[src/rtl/life_pkg.sv]
// Shared types for the frame synchroniser: buffer indices, FSM state enums and
// the free-buffer picker used by triple buffering.
package life_pkg;

    localparam int BUF_IDX_W   = 2;
    localparam int MAX_BUFS    = 3;
    localparam int MAX_READERS = 4;

    typedef logic [BUF_IDX_W-1:0] buf_idx_t;
    typedef logic [15:0]          gen_t;

    typedef enum logic {
        R_START,
        R_ACTIVE
    } render_state_t;

    typedef enum logic {
        L_IDLE,
        L_RUN
    } logic_state_t;

    // Lowest buffer index in 0..2 that is neither a nor b.
    function automatic buf_idx_t free_buf(input buf_idx_t a, input buf_idx_t b);
        buf_idx_t r;
        r = 2'd2;
        if (a != 2'd0 && b != 2'd0) begin
            r = 2'd0;
        end else if (a != 2'd1 && b != 2'd1) begin
            r = 2'd1;
        end
        return r;
    endfunction

endpackage

[src/rtl/buf_rotator.sv]
// Owns the display/source/write buffer indices; a finished generation is
// folded in first, then a frame boundary may publish it to the readers.
module buf_rotator
    import life_pkg::*;
#(
    parameter int NUM_BUFS = 2
) (
    input  logic     clk,
    input  logic     rst_n,
    input  logic     done,
    input  logic     boundary,
    output buf_idx_t disp_buf,
    output buf_idx_t src_buf,
    output buf_idx_t dst_buf,
    output logic     swap,
    output logic     buffer_free
);

    if (NUM_BUFS < 2 || NUM_BUFS > MAX_BUFS) begin : g_bad_bufs
        $error("buf_rotator: NUM_BUFS must be 2 or 3");
    end

    logic     pending;
    logic     fresh;
    buf_idx_t src_next;
    buf_idx_t dst_next;

    always_comb begin
        src_next = src_buf;
        dst_next = dst_buf;
        if (done && NUM_BUFS == 3) begin
            src_next = dst_buf;
            dst_next = free_buf(disp_buf, dst_buf);
        end
    end

    // Double buffering must hold logic off until the readers release the old frame.
    assign fresh       = (NUM_BUFS == 2) ? (pending | done) : (src_next != disp_buf);
    assign buffer_free = (NUM_BUFS == 2) ? !pending : 1'b1;

    always_ff @(posedge clk or negedge rst_n) begin
        if (!rst_n) begin
            disp_buf <= 2'd0;
            src_buf  <= 2'd0;
            dst_buf  <= 2'd1;
            pending  <= 1'b0;
            swap     <= 1'b0;
        end else begin
            swap    <= 1'b0;
            src_buf <= src_next;
            dst_buf <= dst_next;
            if (NUM_BUFS == 2 && done) begin
                pending <= 1'b1;
            end
            if (boundary && fresh) begin
                swap <= 1'b1;
                if (NUM_BUFS == 2) begin
                    disp_buf <= dst_buf;
                    src_buf  <= dst_buf;
                    dst_buf  <= disp_buf;
                    pending  <= 1'b0;
                end else begin
                    disp_buf <= src_next;
                end
            end
        end
    end

endmodule

[src/rtl/frame_sync_ctrl.sv]
// Coordinates one life-logic engine and NUM_READERS frame readers over a pool
// of two or three cell buffers, with run/single-step control.
module frame_sync_ctrl
    import life_pkg::*;
#(
    parameter int NUM_BUFS    = 2,
    parameter int NUM_READERS = 1,
    parameter int GEN_W       = 16
) (
    input  logic                   clk_in,
    input  logic                   rst_n_in,
    input  logic                   run_in,
    input  logic                   step_in,
    input  logic                   logic_done_in,
    input  logic [NUM_READERS-1:0] render_done_in,
    output logic                   logic_start_out,
    output logic [NUM_READERS-1:0] render_start_out,
    output buf_idx_t               disp_buf_out,
    output buf_idx_t               src_buf_out,
    output buf_idx_t               dst_buf_out,
    output logic                   swap_out,
    output logic [GEN_W-1:0]       gen_count_out,
    output logic                   logic_busy_out,
    output logic_state_t           logic_state_out,
    output render_state_t          render_state_out
);

    if (NUM_READERS < 1 || NUM_READERS > MAX_READERS) begin : g_bad_readers
        $error("frame_sync_ctrl: NUM_READERS must be 1..4");
    end

    // All start/done/swap signals are single-cycle strobes with no backpressure:
    // a strobe is consumed in the cycle it is seen or it is lost.
    logic [NUM_READERS-1:0] done_mask;
    logic [NUM_READERS-1:0] mask_next;
    logic                   frame_boundary;
    logic                   gen_done;
    logic                   buffer_free;

    assign mask_next      = done_mask | render_done_in;
    assign frame_boundary = (render_state_out == R_ACTIVE) && (&mask_next);
    assign gen_done       = (logic_state_out == L_RUN) && logic_done_in;

    // The boundary cycle itself issues the next start so readers rescan immediately.
    always_ff @(posedge clk_in or negedge rst_n_in) begin
        if (!rst_n_in) begin
            render_state_out <= R_START;
            render_start_out <= '0;
            done_mask        <= '0;
        end else begin
            render_start_out <= '0;
            case (render_state_out)
                R_START: begin
                    render_start_out <= '1;
                    done_mask        <= '0;
                    render_state_out <= R_ACTIVE;
                end
                R_ACTIVE: begin
                    if (frame_boundary) begin
                        render_start_out <= '1;
                        done_mask        <= '0;
                    end else begin
                        done_mask <= mask_next;
                    end
                end
                default: render_state_out <= R_START;
            endcase
        end
    end

    always_ff @(posedge clk_in or negedge rst_n_in) begin
        if (!rst_n_in) begin
            logic_state_out <= L_IDLE;
            logic_start_out <= 1'b0;
            logic_busy_out  <= 1'b0;
            gen_count_out   <= '0;
        end else begin
            logic_start_out <= 1'b0;
            case (logic_state_out)
                L_IDLE: begin
                    if ((run_in || step_in) && buffer_free) begin
                        logic_start_out <= 1'b1;
                        logic_busy_out  <= 1'b1;
                        logic_state_out <= L_RUN;
                    end
                end
                L_RUN: begin
                    if (logic_done_in) begin
                        gen_count_out   <= gen_count_out + GEN_W'(1);
                        logic_busy_out  <= 1'b0;
                        logic_state_out <= L_IDLE;
                    end
                end
                default: logic_state_out <= L_IDLE;
            endcase
        end
    end

    buf_rotator #(
        .NUM_BUFS(NUM_BUFS)
    ) u_rotator (
        .clk        (clk_in),
        .rst_n      (rst_n_in),
        .done       (gen_done),
        .boundary   (frame_boundary),
        .disp_buf   (disp_buf_out),
        .src_buf    (src_buf_out),
        .dst_buf    (dst_buf_out),
        .swap       (swap_out),
        .buffer_free(buffer_free)
    );

endmodule

[config.mk]
export PLATFORM = sky130hd
export DESIGN_NAME = frame_sync_ctrl
export DESIGN_NICKNAME = d
export VERILOG_FILES = /design/src/rtl/life_pkg.sv /design/src/rtl/buf_rotator.sv /design/src/rtl/frame_sync_ctrl.sv
export SDC_FILE = /design/constraint.sdc
export NUM_CORES = 1
export LEC_CHECK = 0
export CAP_MARGIN = 20
export CORE_MARGIN = 2
export CORE_UTILIZATION = 51
export CTS_BUF_LIST = sky130_fd_sc_hd__clkbuf_2 sky130_fd_sc_hd__clkbuf_4 sky130_fd_sc_hd__clkbuf_8
export DETAILED_ROUTE_END_ITERATION = 10
export GPL_TIMING_DRIVEN = 0
export HOLD_SLACK_MARGIN = 0.05
export PLACE_DENSITY = 0.85
export SLEW_MARGIN = 20
export SYNTH_ARGS = -nofsm -noshare
export SYNTH_HDL_FRONTEND = slang
export SYNTH_SLANG_ARGS = --single-unit
[constraint.sdc]
create_clock -name clk_in -period 2.3 [get_ports clk_in]
set_input_delay 0.345 -clock clk_in [delete_from_list [all_inputs] [get_ports clk_in]]
set_output_delay 0.345 -clock clk_in [all_outputs]
set_load 0.01 [all_outputs]
==> results of run 1 <==
cell usage after synthesis (2+ instances only):
cell type,instances,area [µm²]
xnor2_1,8,70.1
nand2_1,6,22.5
mux2_2,5,56.3
conb_1,2,7.51
and3_1,3,18.8
xor2_1,7,61.3
buf_4,2,15.0
nor2_1,8,30.0
nor2_2,2,12.5
inv_1,2,7.51
dfrtp_1,27,676
nand3_1,7,35.0
layout by cell type (no fill, tap or decap), types with 2 or more instances in the layout:
master / n
nor2_1: 8
clkdlybuf4s50_1: 32
xor2_1: 7
xnor2_1: 8
buf_4: 2
mux2_2: 5
dfrtp_1: 27
clkbuf_4: 3
and3_1: 3
nand2_1: 6
nor2_2: 2
nand3_1: 7
inv_1: 2
conb_1: 2
worst paths after layout:
| path | from | end |
|---|---|---|
| worst max-delay path | u_rotator.dst_buf[0]$_DFFE_PN1P_ | dst_buf_out[0] |
| worst min-delay path | render_state_out$_DFF_PN0_ | render_start_out$_DFF_PN0_ |
| worst max register to register | gen_count_out[0]$_DFFE_PN0P_ | gen_count_out[8]$_DFFE_PN0P_ |
| worst min register to register | render_state_out$_DFF_PN0_ | render_start_out$_DFF_PN0_ |
| max in group asynchronous | rst_n_in | render_start_out$_DFF_PN0_ |
| min in group asynchronous | rst_n_in | gen_count_out[2]$_DFFE_PN0P_ |
layout make-up:
type | instances | area, µm²
Timing Repair Buffer | 34 | 335
Clock inverter | 1 | 30.0
Clock buffer | 3 | 22.5
Multi-Input combinational cell | 59 | 403
Fill cell | 156 | 598
Tap cell | 28 | 35.0
Sequential cell | 28 | 702
Buffer | 2 | 15.0
Inverter | 2 | 7.51
through the flow:
stage	total power [mW]	setup WS [ns]	hold slack (ns)
floorplan	0.830	1.03	0.0494
global placement	1.02	0.504	0.448
detailed placement	1.04	0.475	0.390
CTS	1.36	0.507	0.484
global route	1.42	0.463	0.502
finish	1.34	0.528	0.476
routing by layer:
metal  up-vias  GRT usage, %
li1        372             -
met2        20          32.5
met1       374          20.2
met5         -             0
met3         2          4.68
met4         0          8.11
cells by family (layout without fill, tap and decap cells):
logic type	Yosys count	in the layout
buffers and inverters	4	42
adder cells (fa/ha/maj)	1	1
other	2	2
multiplexers	5	5
AO/OA/AOI/OAI	4	4
AND/OR/NAND/NOR	32	32
flip-flops	28	28
XOR/XNOR	15	15
power groups by stage:
stage	combinational [mW]	clock, mW	sequential, mW
final	0.353	0.316	0.673
after global routing	0.383	0.346	0.686
after CTS	0.360	0.329	0.675
after detailed placement	0.358	0	0.685
after global placement	0.347	0	0.675
after floorplan	0.125	0	0.706
==> metrics.md, run 1 <==
| Metric | Value |
|---|---|
| Routed len/inst | `12.5 µm` |
| Leakage dissipation | `0.712 nW` |
| Critical Path Max Stage Delay | `0.57 ns` |
| Layout-stage area growth over the synthesis result | `37.5%` |
| Ordered list of cells on the worst path | `clkdlybuf4s50_1` |
| Global-route wire length before repair | `3480 µm` |
| Primary FF master, synth | `dfrtp_1` |
| Number of clock sinks | `28` |
| WS Path Type | `reg -> out` |
| R2R cell count | `5` |
| Internal portion of total power | `0.962 mW` |
| Total cell area at the placement stage | `1490 µm²` |
| TritonCTS clock tree | `built` |
| Cts repair resizes | `0` |
| Layout cells sized above 1 | `14.7%` |
| Unrepaired setup endpoints after global routing | `no` |
| Slowest CP cell | `dfstp_2` |
| Maximum level of the CTS H-tree | `1` |
| Maximum number of pins on one net before global-route repair | `29` |
| Number of buffers and inverters on the critical path | `1` |
| Share of async-settable or async-resettable flops after synthesis | `100%` |
| Final cell area excluding filler cells | `1550 µm²` |
| Max-capacitance violation count | `0` |
| Half-perimeter wire length after detailed placement | `1470 µm` |
| Vias per cell | `4.89` |
| Required time of the critical path | `1.96 ns` |
| Comb pwr share | `26.3%` |
| Psw | `0.380 mW` |
| Synthesis-stage register bit count | `28` |
| Yosys warning count | `0` |
| Number of endpoints with negative hold slack in the final report | `0` |
| Antenna Cells | `0` |
| Largest register by flop count | `gen_count_out` |
| Cell count along the critical path | `1` |
| Effective utilization at floorplan | `52.5%` |
| Power density over the cells | `866 nW/µm²` |
| Num CTS Buffers | `3` |
| Register share of total power | `50.2%` |
| Dominant delay contributor by cell family on the critical path | `flip-flops` |
| Multiplexer fraction of the synthesized cell area | `4.99%` |
| Registers with the most flip-flops | `gen_count_out: 16 flops, u_rotator.disp_buf: 2 flops, u_rotator.dst_buf: 2 flops` |
| Maximum net fanout on the critical path | `3` |
| Ports | `34` |
| Mapped cell area | `1130 µm²` |
| Adder-Cell Fraction of Synth Area | `1.11%` |
| Largest family of logic cells by synthesized area | `simple AND/OR/NAND/NOR gates` |
| Total number of vias | `768` |
| Final setup vio count | `0` |
| Minimum clock period | `1.77 ns` |
| Max clock buf depth | `2` |
| Post-Synthesis Mean Instance Area | `12.4 µm²` |
| Area enclosed by the die boundary | `2600 µm²` |
| Number of global-route vias before repair | `821` |
| # rows | `17` |
| Die Y-Extent | `51.0 µm` |
| Arrival time at the worst endpoint | `1.43 ns` |
| Highest signal layer in the routed design | `met4` |
| Buffers on Ports | `33` |
| Final wirelength | `1960 µm` |
| Slew at the pin closest to its max-slew limit | `0.597 ns` |
| Global Route Usage Sum | `18.2%` |
| Outcome | `complete, no violations` |
| Worst IR drop on VDD | `0.611 mV` |
| Headroom to the max-slew limit | `60.2%` |
| Number of iterations in the first detailed-routing pass | `3` |
| Final-layout setup total negative slack | `0 ns` |
| Sequential fraction of the synthesis area | `62.3%` |
| Synth Area in Simple Gates | `15.0%` |
| Maximum clock skew at final layout | `0.00663 ns` |
| Hold-fix buffers, CTS | `1` |
| Syn nets | `98` |
| Total gr overflow | `0` |
| Fraction of the mapped netlist area in compound gates | `2.33%` |
| Remaining antenna violation count after routing | `0` |
| Met3 WL | `85 µm` |
| Hold WC Path Type | `reg -> reg` |
| Final count of pins violating max slew | `0` |
| Gp weighted congestion | `0.746` |
| Clock network power share | `23.5%` |
| Number of enable-type register cells in the synthesized netlist | `0` |
| Number of antenna violations at the first check in global routing | `0` |
| Worst Hold Path Cells | `1` |
| Number of placed instances, taps included | `152` |
| Total setup buffers inserted after CTS | `0` |
| Highest attainable clock frequency | `564 MHz` |
| Initial detailed-routing violation count | `8` |
| Remaining design rule violation count | `0` |
| DIE WIDTH | `51.0 µm` |
| Gate Count Post-Synth | `91` |
| Reg2Reg Setup Slack | `0.87 ns` |
| Post-layout utilization of the core | `72.2%` |
| Share of the synthesized netlist area taken by xor and xnor gates | `11.7%` |
| Worst Setup End Kind | `output port` |
| Count of nets after finishing | `137` |
| Clock Tree Root | `clkbuf_4` |
| Post-Layout Cell Count | `157` |
| Max reg flops | `16` |
| M1 wire length | `823 µm` |
| Number of different library cells in the post-synthesis netlist | `24` |
| Fraction of power spent switching nets | `28.3%` |
| Worst skew pair latency | `0.32 ns` |
| Tcrit/Tclk final | `77.1%` |
| Total met2 wirelength after detailed routing | `1040 µm` |
| Setup crit start kind | `register` |
| CTS clock-pin slew for the worst setup and hold paths | `0.15 ns` |
| Placeable core area | `2150 µm²` |
(Power assumes the default switching activity.)
==> run 2: changes to the inputs <==
--- a/config.mk
+++ b/config.mk
@@ -7,12 +7,12 @@
 export LEC_CHECK = 0
 export CAP_MARGIN = 20
 export CORE_MARGIN = 2
-export CORE_UTILIZATION = 51
+export CORE_UTILIZATION = 43
 export CTS_BUF_LIST = sky130_fd_sc_hd__clkbuf_2 sky130_fd_sc_hd__clkbuf_4 sky130_fd_sc_hd__clkbuf_8
 export DETAILED_ROUTE_END_ITERATION = 10
 export GPL_TIMING_DRIVEN = 0
 export HOLD_SLACK_MARGIN = 0.05
-export PLACE_DENSITY = 0.85
+export PLACE_DENSITY = 0.76
 export SLEW_MARGIN = 20
 export SYNTH_ARGS = -nofsm -noshare
 export SYNTH_HDL_FRONTEND = slang
==> constraint.sdc (replaced) <==
create_clock -name clk_in -period 1.5 [get_ports clk_in]
set_input_delay 0.225 -clock clk_in [delete_from_list [all_inputs] [get_ports clk_in]]
set_output_delay 0.225 -clock clk_in [all_outputs]
set_load 0.01 [all_outputs]
==> run 2 against run 1 <==
Net effect: sequential power rose by 42%; critical path depth unchanged; worst hold slack got worse by 0.048 ns; clock-buffer cell count rose by 1; first-iteration DRC count down 50%; flip-flop and latch count is the same; worst setup slack worse by 0.49 ns; cell count is 11% higher; critical path type unchanged; largest power group unchanged.
==> metrics.md, run 2 (synthesized netlist as in run 1, its figures left out) <==
| Metric | Value |
|---|---|
| Outcome | `complete, no violations (unchanged)` |
| Critical register-to-register path startpoint | `logic_state_out$_DFF_PN0_ (was gen_count_out[0]$_DFFE_PN0P_)` |
| Die Y-Extent | `55.2 µm (was 51.0 µm)` |
| Reg2Reg Setup Slack | `0.10 ns (was 0.87 ns)` |
| Layout-stage area growth over the synthesis result | `49.4% (was 37.5%)` |
| Antenna Cells | `0 (unchanged)` |
| Count of nets after finishing | `152 (was 137)` |
| Headroom to the max-slew limit | `59.3% (was 60.2%)` |
| Setup crit start kind | `register (unchanged)` |
| Final count of pins violating max slew | `0 (unchanged)` |
| Final setup vio count | `0 (unchanged)` |
| Number of global-route vias before repair | `840 (was 821)` |
| Worst hold slack after final layout | `0.428 ns (was 0.476 ns)` |
| Worst skew pair latency | `0.32 ns (about the same)` |
| Leakage dissipation | `0.999 nW (was 0.712 nW)` |
| Total number of vias | `816 (was 768)` |
| Critical Path Max Stage Delay | `0.55 ns (was 0.57 ns)` |
| Worst IR drop on VDD | `1.16 mV (was 0.611 mV)` |
| Max clock buf depth | `2 (unchanged)` |
| Maximum clock skew at final layout | `0.00556 ns (was 0.00663 ns)` |
| Global-route wire length before repair | `3660 µm (was 3480 µm)` |
| Worst Setup End Kind | `output port (unchanged)` |
| Area enclosed by the die boundary | `3050 µm² (was 2600 µm²)` |
| Vias per cell | `4.69 (was 4.89)` |
| Initial detailed-routing violation count | `4 (was 8)` |
| Maximum level of the CTS H-tree | `1 (unchanged)` |
| Tcrit/Tclk final | `97.6%` |
| Final wirelength | `2180 µm (was 1960 µm)` |
| Post-Layout Cell Count | `174 (was 157)` |
| Effective utilization at floorplan | `45.5% (was 52.5%)` |
| Power density over the cells | `1210 nW/µm² (was 866 nW/µm²)` |
| Unrepaired setup endpoints after global routing | `yes (was no)` |
| WS Path Type | `reg -> out (unchanged)` |
| TritonCTS clock tree | `built (unchanged)` |
| Number of antenna violations at the first check in global routing | `0 (unchanged)` |
| Total gr overflow | `0 (unchanged)` |
| Number of placed instances, taps included | `154 (was 152)` |
| Minimum clock period | `1.46 ns` |
| Placeable core area | `2480 µm² (was 2150 µm²)` |
| FF-to-FF End | `gen_count_out[11]$_DFFE_PN0P_ (was gen_count_out[8]$_DFFE_PN0P_)` |
| Buffers on Ports | `33 (unchanged)` |
| Max reg flops | `16 (unchanged)` |
| Ordered list of cells on the worst path | `clkdlybuf4s50_1 (unchanged)` |
| Clock Tree Root | `clkbuf_4 (unchanged)` |
| Arrival time at the worst endpoint | `1.24 ns (was 1.43 ns)` |
| Routed len/inst | `12.5 µm (about the same)` |
| Half-perimeter wire length after detailed placement | `1460 µm (was 1470 µm)` |
| Most common cell after layout, fill and taps aside | `dfrtp_1 (was clkdlybuf4s50_1)` |
| Final cell area excluding filler cells | `1680 µm² (was 1550 µm²)` |
| Layout cells sized above 1 | `25.7% (was 14.7%)` |
| # rows | `18 (was 17)` |
| DIE WIDTH | `55.2 µm (was 51.0 µm)` |
| Gp weighted congestion | `0.706 (was 0.746)` |
| Highest attainable clock frequency | `683 MHz` |
| Number of clock sinks | `28 (unchanged)` |
| Remaining design rule violation count | `0 (unchanged)` |
| Required time of the critical path | `1.27 ns (was 1.96 ns)` |
| R2R cell count | `5 (unchanged)` |
| Remaining antenna violation count after routing | `0 (unchanged)` |
| Num CTS Buffers | `3 (unchanged)` |
| Number of iterations in the first detailed-routing pass | `2 (was 3)` |
| Hold WC Path Type | `in -> async (was reg -> reg)` |
| Global Route Usage Sum | `14.9% (was 18.2%)` |
| Max-capacitance violation count | `0 (unchanged)` |
| Ports | `34 (unchanged)` |
| Registers with the most flip-flops | `gen_count_out: 16 flops, u_rotator.disp_buf: 2 flops, u_rotator.dst_buf: 2 flops (unchanged)` |
| Largest register by flop count | `gen_count_out (unchanged)` |
| Maximum net fanout on the critical path | `2 (was 3)` |
| Post-layout utilization of the core | `68.0% (was 72.2%)` |
| CTS clock-pin slew for the worst setup and hold paths | `0.14 ns (was 0.15 ns)` |
| Number of endpoints with negative hold slack in the final report | `0 (unchanged)` |
| Most used cells in the layout excluding fill and tap cells | `dfrtp_1, buf_4, dlymetal6s2s_1 (was clkdlybuf4s50_1, dfrtp_1, nor2_1, xnor2_1)` |
| Final-layout setup total negative slack | `0 ns (unchanged)` |
| Number of buffers and inverters on the critical path | `1 (unchanged)` |
| Slew at the pin closest to its max-slew limit | `0.611 ns (was 0.597 ns)` |
| Maximum number of pins on one net before global-route repair | `29 (unchanged)` |
| Dominant delay contributor by cell family on the critical path | `buffers and inverters (was flip-flops)` |
| Total cell area at the placement stage | `1490 µm² (about the same)` |
| Slowest CP cell | `clkdlybuf4s50_1 (was dfstp_2)` |
## run 2: cell type report
type	count	area [µm²]
Buffer	2	15.0
Clock buffer	4	36.3
Fill cell	207	793
Inverter	2	7.51
Multi-Input combinational cell	59	408
Sequential cell	28	706
Tap cell	30	37.5
Timing Repair Buffer	49	474
## run 2: layer usage
metal  vias to the layer above  wire length [µm]  track usage [%]
li1                        400                 -                -
met1                       392               947             19.1
met2                        22              1100             25.3
met3                         2               113             3.75
met4                         0                17             3.48
met5                         -                 0                0
## run 2: how the worst max path moves through the flow
| stage | startpoint | endpoint | slack (ns) | cells past startpoint |
|---|---|---|---|---|
| floorplan | gen_count_out[0]$_DFFE_PN0P_ | gen_count_out[8]$_DFFE_PN0P_ | 0.23 | 5 |
| global placement | logic_done_in | gen_count_out[15]$_DFFE_PN0P_ | -0.20 | 5 |
| detailed placement | logic_done_in | gen_count_out[11]$_DFFE_PN0P_ | -0.24 | 5 |
| CTS | render_state_out$_DFF_PN0_ | render_state_out | 0.01 | 1 |
| global route | logic_state_out$_DFF_PN0_ | gen_count_out[15]$_DFFE_PN0P_ | -0.02 | 5 |
| finish | gen_count_out[11]$_DFFE_PN0P_ | gen_count_out[11] | 0.04 | 1 |
## run 2: stage by stage
stage	setup slack, ns	power [mW]
2_1_floorplan	0.234	1.27
3_3_place_gp	-0.198	1.57
3_5_place_dp	-0.238	1.59
4_1_cts	0.0103	2.08
5_1_grt	-0.0245	2.17
6_report	0.0358	2.04
## run 2: timing repair
| action | CTS | global route |
|---|---|---|
| hold endpoints to repair | 27 | 0 |
| buffers inserted | 15 | 0 |
| hold buffers | 1 | 0 |
| setup endpoints to repair | 22 | 18 |
| gates resized for setup | 10 | 15 |
## run 2: power breakdown
part / internal [mW] / switching (mW) / total [mW]
Clock: 0.148 / 0.211 / 0.360
Sequential: 0.890 / 0.0655 / 0.955
Combinational: 0.397 / 0.331 / 0.729
==> run 3: changes to the inputs <==
--- a/config.mk
+++ b/config.mk
@@ -6,7 +6,7 @@
 export NUM_CORES = 1
 export LEC_CHECK = 0
 export CAP_MARGIN = 20
-export CORE_MARGIN = 2
+export CORE_MARGIN = 1.5
 export CORE_UTILIZATION = 43
 export CTS_BUF_LIST = sky130_fd_sc_hd__clkbuf_2 sky130_fd_sc_hd__clkbuf_4 sky130_fd_sc_hd__clkbuf_8
 export DETAILED_ROUTE_END_ITERATION = 10
==> run 3 against run 2 <==
Net effect: worst hold slack worse by 0.022 ns; clock-buffer cell count fell by 1; register-to-register slack is essentially flat; sequential share of layout area shrank 1.7 points.
==> metrics.md, run 3 (synthesized netlist as in run 1, its figures left out) <==
| Metric | Value |
|---|---|
| Outcome | `complete, no violations (unchanged)` |
| Slew at the pin closest to its max-slew limit | `0.599 ns (was 0.611 ns)` |
| FF-to-FF End | `gen_count_out[11]$_DFFE_PN0P_ (unchanged)` |
| Post-Layout Cell Count | `180 (was 174)` |
| CTS clock-pin slew for the worst setup and hold paths | `0.15 ns (was 0.14 ns)` |
| Clock Tree Root | `clkbuf_4 (unchanged)` |
| Leakage dissipation | `1.14 nW (was 0.999 nW)` |
| Largest register by flop count | `gen_count_out (unchanged)` |
| Tcrit/Tclk final | `94.2% (was 97.6%)` |
| Worst skew pair latency | `0.34 ns (was 0.32 ns)` |
| Final wirelength | `2360 µm (was 2180 µm)` |
| Highest attainable clock frequency | `708 MHz (was 683 MHz)` |
| Die Y-Extent | `54.2 µm (was 55.2 µm)` |
| Remaining design rule violation count | `0 (unchanged)` |
| Critical register-to-register path startpoint | `logic_state_out$_DFF_PN0_ (unchanged)` |
| Max clock buf depth | `2 (unchanged)` |
| Layout cells sized above 1 | `28.0% (was 25.7%)` |
| Most common cell after layout, fill and taps aside | `dfrtp_1 (unchanged)` |
| Remaining antenna violation count after routing | `0 (unchanged)` |
| Registers with the most flip-flops | `gen_count_out: 16 flops, u_rotator.disp_buf: 2 flops, u_rotator.dst_buf: 2 flops (unchanged)` |
| Number of clock sinks | `28 (unchanged)` |
| Ports | `34 (unchanged)` |
| Number of global-route vias before repair | `894 (was 840)` |
| Total gr overflow | `0 (unchanged)` |
| DIE WIDTH | `54.2 µm (was 55.2 µm)` |
| Worst IR drop on VDD | `1.03 mV (was 1.16 mV)` |
| Effective utilization at floorplan | `45.5% (unchanged)` |
| Number of placed instances, taps included | `154 (unchanged)` |
| Final setup vio count | `0 (unchanged)` |
| Arrival time at the worst endpoint | `1.65 ns (was 1.24 ns)` |
| Antenna Cells | `0 (unchanged)` |
| Layout-stage area growth over the synthesis result | `55.6% (was 49.4%)` |
| Max-capacitance violation count | `0 (unchanged)` |
| Total number of vias | `867 (was 816)` |
| Number of antenna violations at the first check in global routing | `0 (unchanged)` |
| Most used cells in the layout excluding fill and tap cells | `dfrtp_1, buf_4, dlymetal6s2s_1 (unchanged)` |
| Maximum net fanout on the critical path | `6 (was 2)` |
| Power density over the cells | `1250 nW/µm² (was 1210 nW/µm²)` |
| R2R cell count | `5 (unchanged)` |
| Placeable core area | `2480 µm² (unchanged)` |
| Maximum level of the CTS H-tree | `1 (unchanged)` |
| Total cell area at the placement stage | `1490 µm² (unchanged)` |
| Headroom to the max-slew limit | `60.1% (was 59.3%)` |
| Count of nets after finishing | `158 (was 152)` |
| Buffers on Ports | `33 (unchanged)` |
| Reg2Reg Setup Slack | `0.09 ns (was 0.10 ns)` |
| Worst Setup End Kind | `register (was output port)` |
| Num CTS Buffers | `3 (unchanged)` |
| Routed len/inst | `13.1 µm (was 12.5 µm)` |
| Number of endpoints with negative hold slack in the final report | `0 (unchanged)` |
| Half-perimeter wire length after detailed placement | `1500 µm (was 1460 µm)` |
| Required time of the critical path | `1.74 ns (was 1.27 ns)` |
| Initial detailed-routing violation count | `8 (was 4)` |
| # rows | `18 (unchanged)` |
| Global-route wire length before repair | `3690 µm (was 3660 µm)` |
| Max reg flops | `16 (unchanged)` |
| Setup crit start kind | `register (unchanged)` |
| Hold WC Path Type | `in -> async (unchanged)` |
| Vias per cell | `4.82 (was 4.69)` |
| Number of iterations in the first detailed-routing pass | `4 (was 2)` |
| TritonCTS clock tree | `built (unchanged)` |
| Final-layout setup total negative slack | `0 ns (unchanged)` |
| Area enclosed by the die boundary | `2940 µm² (was 3050 µm²)` |
| Gp weighted congestion | `0.696 (was 0.706)` |
| Ordered list of cells on the worst path | `buf_4 > nand4_1 > nor3_2 > nand3_1 > xnor2_1 (was clkdlybuf4s50_1)` |
| WS Path Type | `reg -> reg (was reg -> out)` |
| Maximum clock skew at final layout | `0.00212 ns (was 0.00556 ns)` |
| Global Route Usage Sum | `18.6% (was 14.9%)` |
| Minimum clock period | `1.41 ns (was 1.46 ns)` |
| Final count of pins violating max slew | `0 (unchanged)` |
| Critical Path Max Stage Delay | `0.39 ns (was 0.55 ns)` |
| PnR Total Power | `2.19 mW (was 2.04 mW)` |
| Maximum number of pins on one net before global-route repair | `29 (unchanged)` |
| Slowest CP cell | `dfrtp_2 (was clkdlybuf4s50_1)` |
| Final cell area excluding filler cells | `1750 µm² (was 1680 µm²)` |
[run 3: cell types whose count changed in the layout (fill, tap and decap cells not counted), sizes merged]
cell           previous run  this run
bufinv                    0         1
clkdlybuf4s50            11         4
clkbuf                    4         3
dlymetal6s2s             14        19
buf                      18        24
dlygate4sd2               7         9
[run 3: worst max-delay path: cells and delay by family (launching register included)]
family	cells	cell delay (ns)
and+or+nand+nor	3	0.64
DFF	1	0.39
xor gates and xnor gates	1	0.15
buffers and inverters	1	0.14
[run 3: worst max path at each step]
stage | cells after the start | from | slack, ns | end
floorplan | 5 | gen_count_out[0]$_DFFE_PN0P_ | 0.23 | gen_count_out[8]$_DFFE_PN0P_
global placement | 5 | logic_done_in | -0.20 | gen_count_out[15]$_DFFE_PN0P_
detailed placement | 5 | logic_done_in | -0.23 | gen_count_out[11]$_DFFE_PN0P_
CTS | 1 | logic_busy_out$_DFFE_PN0P_ | 0.001 | logic_busy_out
global route | 5 | logic_state_out$_DFF_PN0_ | -0.01 | gen_count_out[11]$_DFFE_PN0P_
finish | 5 | logic_state_out$_DFF_PN0_ | 0.09 | gen_count_out[11]$_DFFE_PN0P_
[run 3: where the power goes]
| group | switching, mW | internal [mW] |
|---|---|---|
| sequential | 0.0674 | 0.888 |
| combinational | 0.334 | 0.401 |
| clock | 0.230 | 0.271 |
[run 3: layer usage]
| metal | vias up | track usage, % | wire, µm |
|---|---|---|---|
| met5 | - | 0 | 0 |
| met4 | 0 | 10.0 | 38 |
| met3 | 5 | 6.94 | 150 |
| met2 | 26 | 33.7 | 1270 |
| met1 | 424 | 17.8 | 900 |
| li1 | 412 | - | - |
[run 3: metrics by stage]
step                      hold slack (ns)  setup slack (ns)  utilization, %
after floorplan                   -0.0706             0.234               -
after global placement              0.439            -0.199            60.4
after detailed placement            0.268            -0.231            60.2
after CTS                           0.426           0.00126            68.4
after global routing                0.435           -0.0106            70.8
final                               0.406            0.0877            70.8
[run 3: layout make-up]
cell class	count	area (µm²)
fill	196	723
buffer	2	15.0
clock inverter	1	30.0
inverter	2	7.51
clock buffer	3	22.5
timing repair buffer	55	529
sequential	28	704
multi-input combinational	59	408
tap	30	37.5
[run 3: repair_timing]
| action | 4_1_cts | 5_1_grt |
|---|---|---|
| setup endpoints to repair | 24 | 23 |
| gates resized for setup | 11 | 20 |
| hold buffers | 1 | 0 |
| buffers inserted | 20 | 1 |
| hold endpoints to repair | 27 | 0 |
